<file path="src/rtl/sum_accumulator_pkg.sv">
// Shared types and constants for the sum accumulator block.
package sum_accumulator_pkg;

  localparam int unsigned DATA_W        = 32;
  localparam int unsigned CNT_W_DEFAULT = 5;

  typedef enum logic [1:0] {
    StIdle  = 2'd0,
    StAccum = 2'd1,
    StDone  = 2'd2
  } state_e;

endpackage

</file>
<file path="src/rtl/sum_accumulator_if.sv">
// Job/operand/result handshake bundle between a producer and the accumulator.
interface sum_accumulator_if
  import sum_accumulator_pkg::*;
#(
  parameter int unsigned CNT_W = CNT_W_DEFAULT
) ();

  logic              start;
  logic [CNT_W-1:0]  count;
  logic              in_valid;
  logic [DATA_W-1:0] in_data;
  logic              in_ready;
  logic              out_valid;
  logic [DATA_W-1:0] out_sum;
  logic              out_ready;
  logic              busy;

  modport master (
    output start, count, in_valid, in_data, out_ready,
    input  in_ready, out_valid, out_sum, busy
  );

  modport slave (
    input  start, count, in_valid, in_data, out_ready,
    output in_ready, out_valid, out_sum, busy
  );

endinterface

</file>
<file path="src/rtl/full_adder.sv">
// Ripple-carry adder; carry out of the top bit is discarded (modulo 2^Width).
module full_adder #(
  parameter int unsigned Width = 32
) (
  input  logic [Width-1:0] in1_i,
  input  logic [Width-1:0] in2_i,
  output logic [Width-1:0] sum_o
);

  logic [Width-1:0] carry;

  assign carry[0] = 1'b0;

  for (genvar i = 0; i < Width; i++) begin : g_bit
    assign sum_o[i] = in1_i[i] ^ in2_i[i] ^ carry[i];
    if (i < Width - 1) begin : g_carry
      assign carry[i+1] = (in1_i[i] & in2_i[i]) | (carry[i] & (in1_i[i] ^ in2_i[i]));
    end
  end

endmodule

</file>
<file path="src/rtl/sum_accumulator.sv">
// Accumulates a counted job of 32-bit operands and hands the sum back once.
module sum_accumulator
  import sum_accumulator_pkg::*;
#(
  parameter int unsigned CNT_W = CNT_W_DEFAULT
) (
  input  logic              clk,
  input  logic              rst_n,
  sum_accumulator_if.slave  bus
);

  state_e            state_q;
  logic [DATA_W-1:0] acc_q;
  logic [CNT_W-1:0]  remaining_q;
  logic              in_ready_q;
  logic              out_valid_q;
  logic              busy_q;
  logic [DATA_W-1:0] acc_sum;

  full_adder #(
    .Width (DATA_W)
  ) u_adder (
    .in1_i (acc_q),
    .in2_i (bus.in_data),
    .sum_o (acc_sum)
  );

  always_ff @(posedge clk or negedge rst_n) begin
    if (!rst_n) begin
      state_q     <= StIdle;
      acc_q       <= '0;
      remaining_q <= '0;
      in_ready_q  <= 1'b0;
      out_valid_q <= 1'b0;
      busy_q      <= 1'b0;
    end else begin
      unique case (state_q)
        StIdle: begin
          if (bus.start) begin
            acc_q       <= '0;
            remaining_q <= bus.count;
            busy_q      <= 1'b1;
            // An empty job skips straight to the result phase with a zero sum.
            if (bus.count != '0) begin
              state_q    <= StAccum;
              in_ready_q <= 1'b1;
            end else begin
              state_q     <= StDone;
              out_valid_q <= 1'b1;
            end
          end
        end
        StAccum: begin
          if (bus.in_valid && in_ready_q) begin
            acc_q       <= acc_sum;
            remaining_q <= remaining_q - CNT_W'(1);
            if (remaining_q == CNT_W'(1)) begin
              state_q     <= StDone;
              in_ready_q  <= 1'b0;
              out_valid_q <= 1'b1;
            end
          end
        end
        StDone: begin
          if (bus.out_ready) begin
            state_q     <= StIdle;
            out_valid_q <= 1'b0;
            busy_q      <= 1'b0;
          end
        end
        default: begin
          state_q     <= StIdle;
          in_ready_q  <= 1'b0;
          out_valid_q <= 1'b0;
          busy_q      <= 1'b0;
        end
      endcase
    end
  end

  assign bus.in_ready  = in_ready_q;
  assign bus.out_valid = out_valid_q;
  assign bus.out_sum   = acc_q;
  assign bus.busy      = busy_q;

endmodule

</file>
<file path="src/flat_wrapper.sv">
// flat-port wrapper written by rule: the top's interface ports become plain ports
module sum_accumulator_flat import sum_accumulator_pkg::*;
#(
  parameter int unsigned CNT_W = CNT_W_DEFAULT
)
  (clk, rst_n, bus_start, bus_count, bus_in_valid, bus_in_data, bus_out_ready, bus_in_ready, bus_out_valid, bus_out_sum, bus_busy);
  sum_accumulator_if #(.CNT_W(CNT_W)) bus_i ();
  input  logic clk;
  input  logic rst_n;
  input wire logic [$bits(bus_i.start)-1:0] bus_start;
  input wire logic [$bits(bus_i.count)-1:0] bus_count;
  input wire logic [$bits(bus_i.in_valid)-1:0] bus_in_valid;
  input wire logic [$bits(bus_i.in_data)-1:0] bus_in_data;
  input wire logic [$bits(bus_i.out_ready)-1:0] bus_out_ready;
  output wire logic [$bits(bus_i.in_ready)-1:0] bus_in_ready;
  output wire logic [$bits(bus_i.out_valid)-1:0] bus_out_valid;
  output wire logic [$bits(bus_i.out_sum)-1:0] bus_out_sum;
  output wire logic [$bits(bus_i.busy)-1:0] bus_busy;
  assign bus_i.start = bus_start;
  assign bus_i.count = bus_count;
  assign bus_i.in_valid = bus_in_valid;
  assign bus_i.in_data = bus_in_data;
  assign bus_i.out_ready = bus_out_ready;
  assign bus_in_ready = bus_i.in_ready;
  assign bus_out_valid = bus_i.out_valid;
  assign bus_out_sum = bus_i.out_sum;
  assign bus_busy = bus_i.busy;
  sum_accumulator #(.CNT_W(CNT_W)) u_core (.clk(clk), .rst_n(rst_n), .bus(bus_i));
endmodule
</file>
<file path="config.mk">
export PLATFORM = sky130hd
export DESIGN_NAME = sum_accumulator_flat
export DESIGN_NICKNAME = d
export VERILOG_FILES = /design/src/rtl/sum_accumulator_pkg.sv /design/src/rtl/sum_accumulator_if.sv /design/src/rtl/full_adder.sv /design/src/rtl/sum_accumulator.sv /design/src/flat_wrapper.sv
export SDC_FILE = /design/constraint.sdc
export NUM_CORES = 1
export LEC_CHECK = 0
export CAP_MARGIN = 20
export CORE_MARGIN = 3
export CORE_UTILIZATION = 35
export CTS_CLUSTER_DIAMETER = 120
export DETAILED_ROUTE_END_ITERATION = 12
export SETUP_SLACK_MARGIN = 0.02
export SLEW_MARGIN = 20
export SYNTH_ARGS = -nofsm -noshare
export SYNTH_HDL_FRONTEND = slang
export SYNTH_HIERARCHICAL = 1
export SYNTH_SLANG_ARGS = --single-unit
</file>
<file path="constraint.sdc">
create_clock -name clk -period 16.75 [get_ports clk]
set_input_delay 5.025 -clock clk [delete_from_list [all_inputs] [get_ports clk]]
set_output_delay 5.025 -clock clk [all_outputs]
set_load 0.01 [all_outputs]
</file>
-- Yosys cells after proc, flatten, opt, wreduce, memory -nomap -nowiden
Cells that the tools add are included.
W data, S select, Z words.
- add/subtract/negate cells: 1
- muxes and demuxes: 25
- bitwise logic cells: 156
- eq/ne operators: 9
- reductions and logical operators: 9
- operators with widths (kind ; number):
    $mux W32 ; 2
    $pmux W32 S2 ; 1
    $xor A1 B1 Y1 ; 63
    $and A1 B1 Y1 ; 61
    $or A1 B1 Y1 ; 30
    $mux W1 ; 10
    $mux W2 ; 5
    $mux W5 ; 2
    $pmux W5 S2 ; 1
    $reduce_and A5 Y1 ; 2
    $pmux W1 S3 ; 3
    $ne A2 B1 Y1 const B ; 3
    $ne A2 B2 Y1 const B ; 3
    $pmux W2 S3 ; 1
    $reduce_and A3 Y1 ; 2
    $eq A5 B1 Y1 const B ; 1
    $reduce_bool A5 Y1 ; 1
    $sub A5 B1 Y5 const B ; 1
    $reduce_and A4 Y1 ; 1
    $eq A2 B1 Y1 const B ; 1
    $eq A2 B2 Y1 const B ; 1
    $logic_not A2 Y1 ; 1
    $not A1 Y1 ; 2
    $reduce_bool A2 Y1 ; 1
    $logic_and A1 B1 Y1 ; 1
- flip-flop bits (word level): 42
- output and inout port bits: 35
- word-level logic and storage cells: 206
- bits of input ports: 42

-- Longest topological paths before layout
Gate-level depths: netlist (run 1).
- depth after elaboration: 64
- depth in mapped cells: 36
- depth with buffers taken out: 36

-- Hierarchy
The synthesis (run 1) kept the hierarchy.
- by module, submodules not included (module ; cells an instance ; area an instance (µm²) ; times used):
    sum_accumulator ; 211 ; 2073.2 ; 1
    full_adder ; 37 ; 655.6 ; 1

-- Least setup slack after synthesis (run 1)
Ideal clock, no wire load.
- path type: input-to-reg
- start point: input bus_in_data[0]
- end point: register u_core.acc_q[31] (netlist: u_core/bus.out_sum[31])
- data arrival time: 16.748 ns
- setup slack: -0.124 ns
- buffers on the path: 0
- cell stages on the path: 36
- cell sequence: ha_1 -> fa_1 -> fa_1 -> fa_1 -> fa_1 -> fa_1 -> fa_1 -> fa_1 -> fa_1 -> fa_1 -> fa_1 -> fa_1 -> fa_1 -> fa_1 -> fa_1 -> fa_1 -> inv_1 -> fa_1 -> inv_1 -> fa_1 -> fa_1 -> fa_1 -> fa_1 -> fa_1 -> fa_1 -> fa_1 -> fa_1 -> fa_1 -> fa_1 -> fa_1 -> fa_1 -> fa_1 -> fa_1 -> xor3_1 -> o211ai_1 -> o21ai_1
- longest elaborated chain between the ends: 64
- ends and longest elaborated chain (element ; line ; text):
    from (decl) ; flat_wrapper.sv:13 ; input wire logic [$bits(bus_i.in_data)-1:0] bus_in_data;
    $and A1 B1 Y1 (2 in a row) ; full_adder.sv:17 ; assign carry[i+1] = (in1_i[i] & in2_i[i]) | (carry[i] & (in1_i[i] ^ in2_i[i]));
    $or A1 B1 Y1 ; full_adder.sv:17 ;
    $and A1 B1 Y1 ; full_adder.sv:17 ;
    $or A1 B1 Y1 ; full_adder.sv:17 ;
    $and A1 B1 Y1 ; full_adder.sv:17 ;
    $or A1 B1 Y1 ; full_adder.sv:17 ;
    $and A1 B1 Y1 ; full_adder.sv:17 ;
    $or A1 B1 Y1 ; full_adder.sv:17 ;
    [... 48 more ...] ; -- ;
    $and A1 B1 Y1 ; full_adder.sv:17 ;
    $or A1 B1 Y1 ; full_adder.sv:17 ;
    $and A1 B1 Y1 ; full_adder.sv:17 ;
    $or A1 B1 Y1 ; full_adder.sv:17 ;
    $xor A1 B1 Y1 ; full_adder.sv:15 ; assign sum_o[i] = in1_i[i] ^ in2_i[i] ^ carry[i];
    net u_core.acc_sum[31] ; sum_accumulator.sv:18 ; logic [DATA_W-1:0] acc_sum;
    $mux W32 ; sum_accumulator.sv:54 ; if (bus.in_valid && in_ready_q) begin
    $pmux W32 S2 ; sum_accumulator.sv:37 ; unique case (state_q)
    to (signal assigned) ; sum_accumulator.sv:55 ; acc_q <= acc_sum;
    to (decl) ; sum_accumulator.sv:13 ; logic [DATA_W-1:0] acc_q;
The timed path passes the listed nets, and every way through them passes these cells. The select of a mux whose other input is x is not followed.
A chain may end at the register's enable or synchronous reset.

-- Final worst setup path (run 1)
Same ends and word-level chain as after synthesis.

==> flow_metrics.env, run 1 <==
export IMPL_status="finished clean"
export IMPL_syn_area_per_cell_um2=11.0
export IMPL_ys_warn_count=6
export IMPL_seq_area_frac_synth_pct=38.5
export IMPL_swShare_pct=41.4
export IMPL_crit_reg2reg_launch="u_core/bus.out_sum[0]$_DFFE_PN0P_"
export IMPL_syn_num_nets=323
export IMPL_tritoncts="built"
export IMPL_cpPeakStageDelay_ns=0.40
export IMPL_grt_busiest_layer="met2"
export IMPL_yosysTopAreaCell="dfrtp_1"
export IMPL_required_ns=16.92
export IMPL_crit_top_cell="fa_2"
export IMPL_finalWirelength_um=6390
export IMPL_seqPwrFrac_pct=32.2
export IMPL_hold_violations=0
export IMPL_p_leak_nw=1.51
export IMPL_grt_pass1_vias=2145
export IMPL_dieArea_um2=8890
export IMPL_p_clk_share_pct=10.9
export IMPL_synth_ff_type="dfrtp_1"
export IMPL_crit_arrival_ns=16.59
export IMPL_finalSetupViolations=0
export IMPL_async_flop_share_pct=100
export IMPL_die_w_um=94.3
export IMPL_maxCapViolCount=0
export IMPL_io_pins=77
export IMPL_grt_usage_pct=15.8
export IMPL_layout_min_cycle_time_ns=16.41
export IMPL_path_class="input pin to flop"
export IMPL_reg2reg_slack_ns=5.03
export IMPL_gr_usage_met1_pct=22.2
export IMPL_critPathTopFamily="adder cells"
export IMPL_worstReg2RegEnd="u_core/bus.out_sum[31]$_DFFE_PN0P_"
export IMPL_wire_per_inst_um=15.3
export IMPL_netlist_top_cells_area="dfrtp_1 39%, fa_1 22%, o211ai_1 8.8%, inv_1 6.2%, o21ai_1 6.1%"
export IMPL_drtIter0Drc=110
export IMPL_powerDensity_nw_per_um2=171
export IMPL_syn2layout_area_growth_pct=35.1
export IMPL_p_int_mw=0.370
export IMPL_die_h_um=94.3
export IMPL_yosysUniqueCellTypes=35
export IMPL_grt_overflow=0
export IMPL_grt_first_pass_wirelength_um=10900
export IMPL_layout_setup_ws_ns=0.336
export IMPL_met3_usage_pct=5.45
export IMPL_hold_depth=2
export IMPL_place_congestion=0.742
export IMPL_clk_path_buf_depth=2
export IMPL_drive_gt1_share_pct=12.6
export IMPL_ant_nets=0
export IMPL_path_clk_slew_ns=0.08
export IMPL_synth_top_area_share_pct=38.5
export IMPL_final_nets=392
export IMPL_min_path_type="flop to flop"
export IMPL_timing_fmax_ghz=0.0609
export IMPL_h_tree_depth=2
export IMPL_start_util_pct=36.8
export IMPL_holdWs_ns=0.538
export IMPL_finalMaxSlewViolations=0
export IMPL_crit_fanout=1
export IMPL_slew_headroom_pct=60.9
export IMPL_clock_sinks=42
export IMPL_synth_edff_count=0
export IMPL_cts_root_buffer_cell="clkbuf_8"
export IMPL_min_to="u_core/bus.out_valid$_DFFE_PN0P_"
export IMPL_hold_start="u_core/bus.out_valid$_DFFE_PN0P_"
export IMPL_rsz0062_at_grt="no"
export IMPL_hold_buffers=0
export IMPL_io_buffers=76
export IMPL_ys_seq_elements=42
export IMPL_antenna_found_initial=0
export IMPL_syn_inst=248
export IMPL_grt_max_degree=43
export IMPL_p_comb_share_pct=56.9
export IMPL_crit_path_start_kind="input pin"
export IMPL_critPathBufInv=3
export IMPL_viasPerCell=5.03
export IMPL_worst_pin_slew_ns=0.586
export IMPL_drc=0
export IMPL_dp_slack_ns=-0.877
export IMPL_clk_insertion_delay_late_ns=0.29
export IMPL_cpMaxStageDelayCell="clkdlybuf4s50_1"
export IMPL_drt_first_pass_iters=4
export IMPL_reg2reg_depth=36
export IMPL_coreArea_um2=7410
export IMPL_cts_buffers=5
export IMPL_end_kind="flop"
export IMPL_syn_area_um2=2730
export IMPL_antennaDiodeCount=0
export IMPL_use_met2_pct=23.5
export IMPL_final_period_utilization_pct=98.0
export IMPL_netSwitchingPower_mw=0.261
export IMPL_dpl_hpwl_um=4360
export IMPL_num_rows=31
export IMPL_peakVddDrop_mv=0.0702
export IMPL_fin_skew_ns=0.00440
export IMPL_vias=2096
==> cells in the mapped netlist, types with 2 or more instances <==
cell,instances
and4b_1,2
nand2_1,2
inv_1,45
clkbuf_1,5
nand2b_1,3
buf_6,4
a22o_1,4
buf_2,8
nand3_1,2
o22ai_1,5
a21oi_1,4
dfrtp_1,42
nor3b_1,3
mux2i_1,3
ha_1,3
nor2b_1,2
o211ai_1,32
fa_1,30
o21ai_1,33
==> cell usage in the layout, fill, tap and decap left out, types with 3 or more instances in the layout <==
| cell type | instances |
|---|---|
| o21ai_1 | 33 |
| nor3b_1 | 3 |
| fa_1 | 7 |
| o211ai_1 | 32 |
| inv_1 | 45 |
| a22o_1 | 4 |
| clkdlybuf4s50_1 | 75 |
| o22ai_1 | 5 |
| dfrtp_1 | 42 |
| clkbuf_8 | 6 |
| a21oi_1 | 4 |
| mux2i_1 | 3 |
| nand2b_1 | 3 |
| fa_2 | 23 |
| buf_4 | 5 |
| ha_1 | 3 |
==> what timing repair did <==
item / CTS / global route
gates cloned: 0 / 0
resized for setup: 13 / 6
setup endpoints to repair: 3 / 2
buffers inserted: 0 / 0
==> area by class of cell <==
| cell class | count | area, µm² |
|---|---|---|
| repair buffers | 80 | 788 |
| clock inverters | 1 | 5.00 |
| inverters | 45 | 169 |
| clock buffers | 7 | 86.3 |
| well taps | 99 | 124 |
| flip-flops and latches | 42 | 1050 |
| multi-input cells | 143 | 1460 |
| fillers | 683 | 3720 |
==> worst max-delay path by stage <==
stage / from / endpoint / depth (start not counted)
5_1_grt: bus_in_data[0] / u_core/bus.out_sum[31]$_DFFE_PN0P_ / 37
6_report: bus_in_data[0] / u_core/bus.out_sum[31]$_DFFE_PN0P_ / 37
3_3_place_gp: bus_in_data[0] / u_core/bus.out_sum[31]$_DFFE_PN0P_ / 37
4_1_cts: bus_in_data[0] / u_core/bus.out_sum[31]$_DFFE_PN0P_ / 37
3_5_place_dp: bus_in_data[0] / u_core/bus.out_sum[31]$_DFFE_PN0P_ / 37
2_1_floorplan: bus_in_data[0] / u_core/bus.out_sum[31]$_DFFE_PN0P_ / 36
==> tightest hold or removal path, stage by stage (launching register included) <==
cell     delay (ns)
dfrtp_1        0.39
inv_1          0.06
a31oi_1        0.06
==> stage by stage <==
step	area, µm²	power [mW]	cells	utilization [%]	setup TNS [ns]
final	3690	0.632	417	49.8	0
after global routing	3690	0.698	417	49.8	0
after CTS	3670	0.636	417	49.5	0
after detailed placement	3550	0.560	409	47.9	-2.10
after global placement	3550	0.552	409	47.9	-1.73
after floorplan	2740	0.424	248	-	0
==> logic make-up (layout without fill, tap and decap cells) <==
family	after synthesis	in the layout	share of synthesized area [%]
muxes	4	4	1.65
buffers and inverters	63	133	10.3
DFF	42	42	38.5
xor gates and xnor gates	1	1	0.871
adders and majority gates	33	33	23.4
and+or+nand+nor	20	20	5.14
AOI/OAI and AO/OA	85	85	20.2
==> registers in the layout (all words and copies together), names as in the netlist <==
signal / flops
u_core/state_q: 2
u_core/bus.out_valid: 1
u_core/bus.out_sum: 32
u_core/bus.busy: 1
u_core/remaining_q: 5
u_core/bus.in_ready: 1
==> per-layer routing <==
metal  part of all wire (%)  wire (µm)
met1                     47       2970
met2                     45       2870
met3                    7.6        488
met4                   0.83         53
met5                      0          0
==> power groups by stage <==
stage                     clock network, mW  logic [mW]  registers (mW)
after global placement                    0       0.348           0.204
after CTS                            0.0724       0.360           0.205
final                                0.0690       0.359           0.204
after detailed placement                  0       0.356           0.203
after floorplan                           0       0.214           0.210
after global routing                 0.0766       0.408           0.213
No activity file was read; power rests on OpenSTA's default activity.
==> inputs of run 2 (changes only) <==
Settings changed: ABC_AREA set to 1, SYNTH_HIERARCHICAL 1 to not set.
==> run 2 against run 1 <==
Global-route usage fell by 2.1 points. Clock power is 18% higher. Count of clock-buffer cells in the layout decreased by 2. Non-clock buffer count shrank 4. Clock skew rose by 0.0015 ns. Power is 5.3% higher. Fmax increased by 0.59%. Final area rose by 1.2%. Synthesized cell count grew 6.0%. Critical path type unchanged. Largest power group unchanged. Combinational power rose by 10%. Largest cell class unchanged.
==> flow_metrics.env, run 2 <==
export IMPL_status="finished clean"
export IMPL_grt_pass1_vias=2083
export IMPL_hold_violations=0
export IMPL_final_nets=416
export IMPL_io_buffers=76
export IMPL_syn_area_um2=2780
export IMPL_grt_first_pass_wirelength_um=9600
export IMPL_synth_top_cells_by_count="70 x inv_1, 44 x nand2_1, 42 x dfrtp_1, 30 x fa_1, 26 x o22ai_2"
export IMPL_io_pins=77
export IMPL_holdWs_ns=0.479
export IMPL_min_to="u_core.bus.out_valid$_DFFE_PN0P_"
export IMPL_cts_root_buffer_cell="clkbuf_8"
export IMPL_p_comb_share_pct=59.6
export IMPL_p_clk_share_pct=12.3
export IMPL_powerDensity_nw_per_um2=178
export IMPL_drtIter0Drc=63
export IMPL_finalWirelength_um=5610
export IMPL_layout_setup_ws_ns=0.432
export IMPL_most_common_layout_cells="75 x clkdlybuf4s50_1, 70 x inv_1, 44 x nand2_1"
export IMPL_vias=1953
export IMPL_hold_buffers=0
export IMPL_crit_path_start_kind="input pin"
export IMPL_timing_fmax_ghz=0.0613
export IMPL_start_util_pct=37.1
export IMPL_dpl_cell_count=433
export IMPL_required_ns=16.94
export IMPL_final_period_utilization_pct=97.4
export IMPL_cpPeakStageDelay_ns=0.47
export IMPL_ys_seq_elements=42
export IMPL_swShare_pct=41.5
export IMPL_clock_sinks=42
export IMPL_yosysUniqueCellTypes=29
export IMPL_place_congestion=0.748
export IMPL_fin_skew_ns=0.00589
export IMPL_min_path_type="flop to flop"
export IMPL_layout_min_cycle_time_ns=16.32
export IMPL_cpMaxStageDelayCell="clkdlybuf4s50_1"
export IMPL_worstReg2RegEnd="u_core.bus.out_sum[31]$_DFFE_PN0P_"
export IMPL_cts_setup_buffers=0
export IMPL_grt_usage_pct=13.6
export IMPL_peakVddDrop_mv=0.0890
export IMPL_drc=0
export IMPL_path_clk_slew_ns=0.08
export IMPL_crit_fanout=2
export IMPL_finalMaxSlewViolations=0
export IMPL_netSwitchingPower_mw=0.276
export IMPL_hold_depth=2
export IMPL_die_w_um=95.1
export IMPL_seqPwrFrac_pct=28.1
export IMPL_syn2layout_area_growth_pct=34.3
export IMPL_dieArea_um2=9040
export IMPL_end_kind="flop"
export IMPL_final_common_cell="clkdlybuf4s50_1"
export IMPL_cts_buffers=5
export IMPL_seq_area_frac_synth_pct=37.8
export IMPL_viasPerCell=4.43
export IMPL_crit_top_cell="fa_1"
export IMPL_reg2reg_slack_ns=5.19
export IMPL_fin_cells=441
export IMPL_netlist_top_cells_area="dfrtp_1 38%, fa_1 22%, o22ai_2 12%, inv_1 9.5%, nand2_1 5.9%"
export IMPL_path_class="input pin to flop"
export IMPL_num_rows=31
export IMPL_ant_nets=0
export IMPL_dp_slack_ns=-0.401
export IMPL_synth_most_common_cell="inv_1"
export IMPL_worst_pin_slew_ns=0.969
export IMPL_async_flop_share_pct=100
export IMPL_finalSetupViolations=0
export IMPL_p_int_mw=0.389
export IMPL_syn_inst=263
export IMPL_wire_per_inst_um=12.7
export IMPL_reg2reg_depth=40
export IMPL_clk_path_buf_depth=2
export IMPL_syn_area_per_cell_um2=10.6
export IMPL_ys_warn_count=0
export IMPL_setup_tns_ns=0
export IMPL_antenna_found_initial=0
export IMPL_maxCapViolCount=0
export IMPL_coreArea_um2=7490
export IMPL_hold_start="u_core.bus.out_valid$_DFFE_PN0P_"
export IMPL_synth_top_area_share_pct=37.8
export IMPL_grt_overflow=0
export IMPL_crit_reg2reg_launch="u_core.bus.out_sum[0]$_DFFE_PN0P_"
export IMPL_drive_gt1_share_pct=17.3
export IMPL_drt_first_pass_iters=4
export IMPL_slew_headroom_pct=35.4
export IMPL_tritoncts="built"
export IMPL_largest_register_ffs=32
export IMPL_die_h_um=95.1
export IMPL_synth_ff_type="dfrtp_1"
export IMPL_p_leak_nw=1.67
export IMPL_syn_num_nets=338
export IMPL_rsz0062_at_grt="no"
export IMPL_yosysTopAreaCell="dfrtp_1"
export IMPL_crit_arrival_ns=16.50
export IMPL_antennaDiodeCount=0
export IMPL_utilization_pct=49.8
export IMPL_synth_edff_count=0
export IMPL_dpl_hpwl_um=4190
export IMPL_grt_max_degree=43
export IMPL_h_tree_depth=2
export IMPL_clk_insertion_delay_late_ns=0.30
run 2: cell count changes after synthesis, sizes merged, moves of 8 or more:
cell    before  now
buf         13    5
o21ai       33    9
nand2        2   48
o22ai        5   27
inv         45   74
o211ai      32    1
nor2         1   12
run 2: cells by family after synthesis:
logic type,Yosys count,synth area share (%)
AO/OA/AOI/OAI,39,14.5
flip-flops,42,37.8
adder cells (fa/ha/maj),33,23.0
buffers and inverters,79,12.4
AND/OR/NAND/NOR,69,12.1
XOR/XNOR,1,0.315
run 2: repair_timing:
item	CTS	global route
pin swaps	0	0
endpoints found under the setup margin	2	2
cloned	0	0
resized for setup	3	7
run 2: routing by layer:
layer  share of wire (%)  up-vias  track usage, %
met1                  47      937            19.2
li1                    -      952               -
met2                  44       59            20.3
met3                 8.0        5            3.87
met5                   0        -               0
met4                0.91        0            4.33
run 2: critical path, delay by kind of cell:
family          cells  cell delay, ns
compound gates      1            0.05
fa+ha+maj          31           10.46
buf+inv             7            0.82
simple gates        2            0.11
run 2: layout make-up:
class                   count  area (µm²)
inverters                  74         283
flip-flops and latches     42        1050
repair buffers             76         756
fillers                   686        3750
clock buffers               5        68.8
multi-input cells         142        1410
clock inverters             3        40.0
well taps                  99         124
run 2: power groups by stage:
stage	clock network (mW)	registers (mW)	logic [mW]
after floorplan	0	0.203	0.248
after global placement	0	0.189	0.389
after detailed placement	0	0.188	0.397
after CTS	0.0839	0.188	0.400
after global routing	0.0885	0.195	0.448
final	0.0816	0.187	0.396
run 2: how the worst max path moves through the flow:
stage / end / cells after the start / slack [ns] / start
after global routing: u_core.bus.out_sum[31]$_DFFE_PN0P_ / 41 / 0.05 / bus_in_data[0]
final: u_core.bus.out_sum[31]$_DFFE_PN0P_ / 41 / 0.43 / bus_in_data[0]
after detailed placement: u_core.bus.out_sum[31]$_DFFE_PN0P_ / 41 / -0.40 / bus_in_data[0]
after floorplan: u_core.bus.out_sum[30]$_DFFE_PN0P_ / 37 / 0.61 / bus_in_data[0]
after global placement: u_core.bus.out_sum[30]$_DFFE_PN0P_ / 38 / -0.34 / bus_in_data[0]
after CTS: u_core.bus.out_sum[31]$_DFFE_PN0P_ / 41 / 0.05 / bus_in_data[0]
run 2: metrics by stage:
step           instance area (µm²)  power [mW]
4_1_cts                       3710       0.672
2_1_floorplan                 2780       0.451
3_3_place_gp                  3600       0.578
3_5_place_dp                  3600       0.585
6_report                      3730       0.665
5_1_grt                       3730       0.731
==> inputs of run 3 (changes only) <==
Settings changed: GPL_ROUTABILITY_DRIVEN set to 0, GPL_TIMING_DRIVEN set to 0.
==> run 3 against run 2 <==
Sequential share of layout area fell by 0.65 points. Non-clock buffer count grew 6. Count of clock-buffer cells in the layout up 3. Die area unchanged. Flip-flop and latch count did not move. Setup slack better by 0.063 ns. Sequential power about the same. Worst hold slack got worse by 0.0017 ns. Critical path type unchanged. Largest cell class unchanged. Largest power group unchanged.
==> flow_metrics.env, run 3 (synthesis results as in run 2) <==
export IMPL_status="finished clean"
export IMPL_dpl_hpwl_um=4300
export IMPL_crit_top_cell="fa_1"
export IMPL_reg2reg_slack_ns=5.30
export IMPL_tritoncts="built"
export IMPL_most_common_layout_cells="75 x clkdlybuf4s50_1, 70 x inv_1, 44 x nand2_1"
export IMPL_grt_pass1_vias=1983
export IMPL_maxCapViolCount=0
export IMPL_drive_gt1_share_pct=19.3
export IMPL_final_nets=422
export IMPL_coreArea_um2=7490
export IMPL_viasPerCell=4.43
export IMPL_dieArea_um2=9040
export IMPL_largest_register_ffs=32
export IMPL_met3_usage_pct=4.10
export IMPL_wire_per_inst_um=12.5
export IMPL_worstReg2RegEnd="u_core.bus.out_sum[31]$_DFFE_PN0P_"
export IMPL_cts_setup_buffers=0
export IMPL_cpMaxStageDelayCell="clkdlybuf4s50_1"
export IMPL_cts_resized=4
export IMPL_hold_violations=0
export IMPL_timing_fmax_ghz=0.0615
export IMPL_end_kind="flop"
export IMPL_drtIter0Drc=53
export IMPL_use_met2_pct=19.7
export IMPL_cts_buffers=5
export IMPL_num_rows=31
export IMPL_utilization_pct=51.0
export IMPL_syn2layout_area_growth_pct=37.4
export IMPL_finalWirelength_um=5580
export IMPL_required_ns=16.94
export IMPL_gr_usage_met1_pct=18.4
export IMPL_path_clk_slew_ns=0.08
export IMPL_final_period_utilization_pct=97.0
export IMPL_reg2reg_depth=40
export IMPL_start_util_pct=37.1
export IMPL_finalSetupViolations=0
export IMPL_hold_depth=2
export IMPL_layout_min_cycle_time_ns=16.26
export IMPL_min_path_type="flop to flop"
export IMPL_final_common_cell="clkdlybuf4s50_1"
export IMPL_dpl_cell_area_um2=3680
export IMPL_crit_path_start_kind="input pin"
export IMPL_antenna_found_initial=0
export IMPL_worst_pin_slew_ns=0.411
export IMPL_crit_reg2reg_launch="u_core.bus.out_sum[0]$_DFFE_PN0P_"
export IMPL_path_class="input pin to flop"
export IMPL_drc=0
export IMPL_cts_root_buffer_cell="clkbuf_8"
export IMPL_clk_path_buf_depth=2
export IMPL_drt_first_pass_iters=4
export IMPL_io_pins=77
export IMPL_h_tree_depth=2
export IMPL_hold_buffers=0
export IMPL_cpPeakStageDelay_ns=0.47
export IMPL_io_buffers=76
export IMPL_die_h_um=95.1
export IMPL_vias=1980
export IMPL_crit_arrival_ns=16.44
export IMPL_grt_usage_pct=13.3
export IMPL_fin_skew_ns=0.00814
export IMPL_powerDensity_nw_per_um2=176
export IMPL_antennaDiodeCount=0
export IMPL_ant_nets=0
export IMPL_finalMaxSlewViolations=0
export IMPL_rsz0062_at_grt="no"
export IMPL_clock_sinks=42
export IMPL_crit_fanout=2
export IMPL_slew_headroom_pct=72.6
export IMPL_clk_insertion_delay_late_ns=0.30
export IMPL_setup_worst_path_end="u_core.bus.out_sum[31]$_DFFE_PN0P_"
export IMPL_grt_first_pass_wirelength_um=9260
export IMPL_crit_path_start="bus_in_data[0]"
export IMPL_final_area_um2=3820
export IMPL_p_leak_nw=1.71
export IMPL_peakVddDrop_mv=0.0675
export IMPL_die_w_um=95.1
export IMPL_grt_busiest_layer="met2"
export IMPL_grt_overflow=0
export IMPL_grt_max_degree=28
==> run 3: worst min path at each step <==
stage | end | startpoint
floorplan | u_core.remaining_q[4]$_DFFE_PN0P_ | u_core.remaining_q[4]$_DFFE_PN0P_
global placement | u_core.bus.out_valid$_DFFE_PN0P_ | u_core.bus.out_valid$_DFFE_PN0P_
detailed placement | u_core.bus.out_valid$_DFFE_PN0P_ | u_core.bus.out_valid$_DFFE_PN0P_
CTS | u_core.bus.out_valid$_DFFE_PN0P_ | u_core.bus.out_valid$_DFFE_PN0P_
global route | u_core.bus.out_valid$_DFFE_PN0P_ | u_core.bus.out_valid$_DFFE_PN0P_
finish | u_core.bus.out_valid$_DFFE_PN0P_ | u_core.bus.out_valid$_DFFE_PN0P_
==> run 3: routing by layer <==
layer  up-vias  part of all wire, %  wire [µm]
met5         -                    0          0
met4         0                 0.95         53
met3         5                  8.0        448
met2        64                   45       2540
met1       946                   46       2540
li1        965                    -          -
==> run 3: layout make-up <==
cell class                 instances  area (µm²)
clock buffer                       8         110
buffer                             5        61.3
inverter                          74         283
tap                               99         124
multi-input combinational        142        1410
sequential                        42        1050
timing repair buffer              77         776
fill                             678        3670
==> run 3: power by group <==
group	total, mW	internal [mW]	switching [mW]
logic	0.410	0.205	0.205
registers	0.186	0.151	0.0347
clock network	0.0778	0.0417	0.0361
total	0.673	0.397	0.276
==> run 3: stage by stage <==
step	worst slack, ns	power, mW	hold slack (ns)	setup TNS [ns]	instances
finish	0.494	0.673	0.477	0	447
global route	0.0130	0.742	0.517	0	447
CTS	0.0254	0.681	0.489	0	447
detailed placement	-0.462	0.597	0.467	-0.973	439
global placement	-0.425	0.589	0.457	-0.847	438
floorplan	0.612	0.451	0.463	0	263
==> run 3: critical path: cells and delay by family <==
family	cells	cell delay, ns
buf+inv	7	0.86
fa+ha+maj	31	10.40
simple gates	2	0.11
compound gates	1	0.05
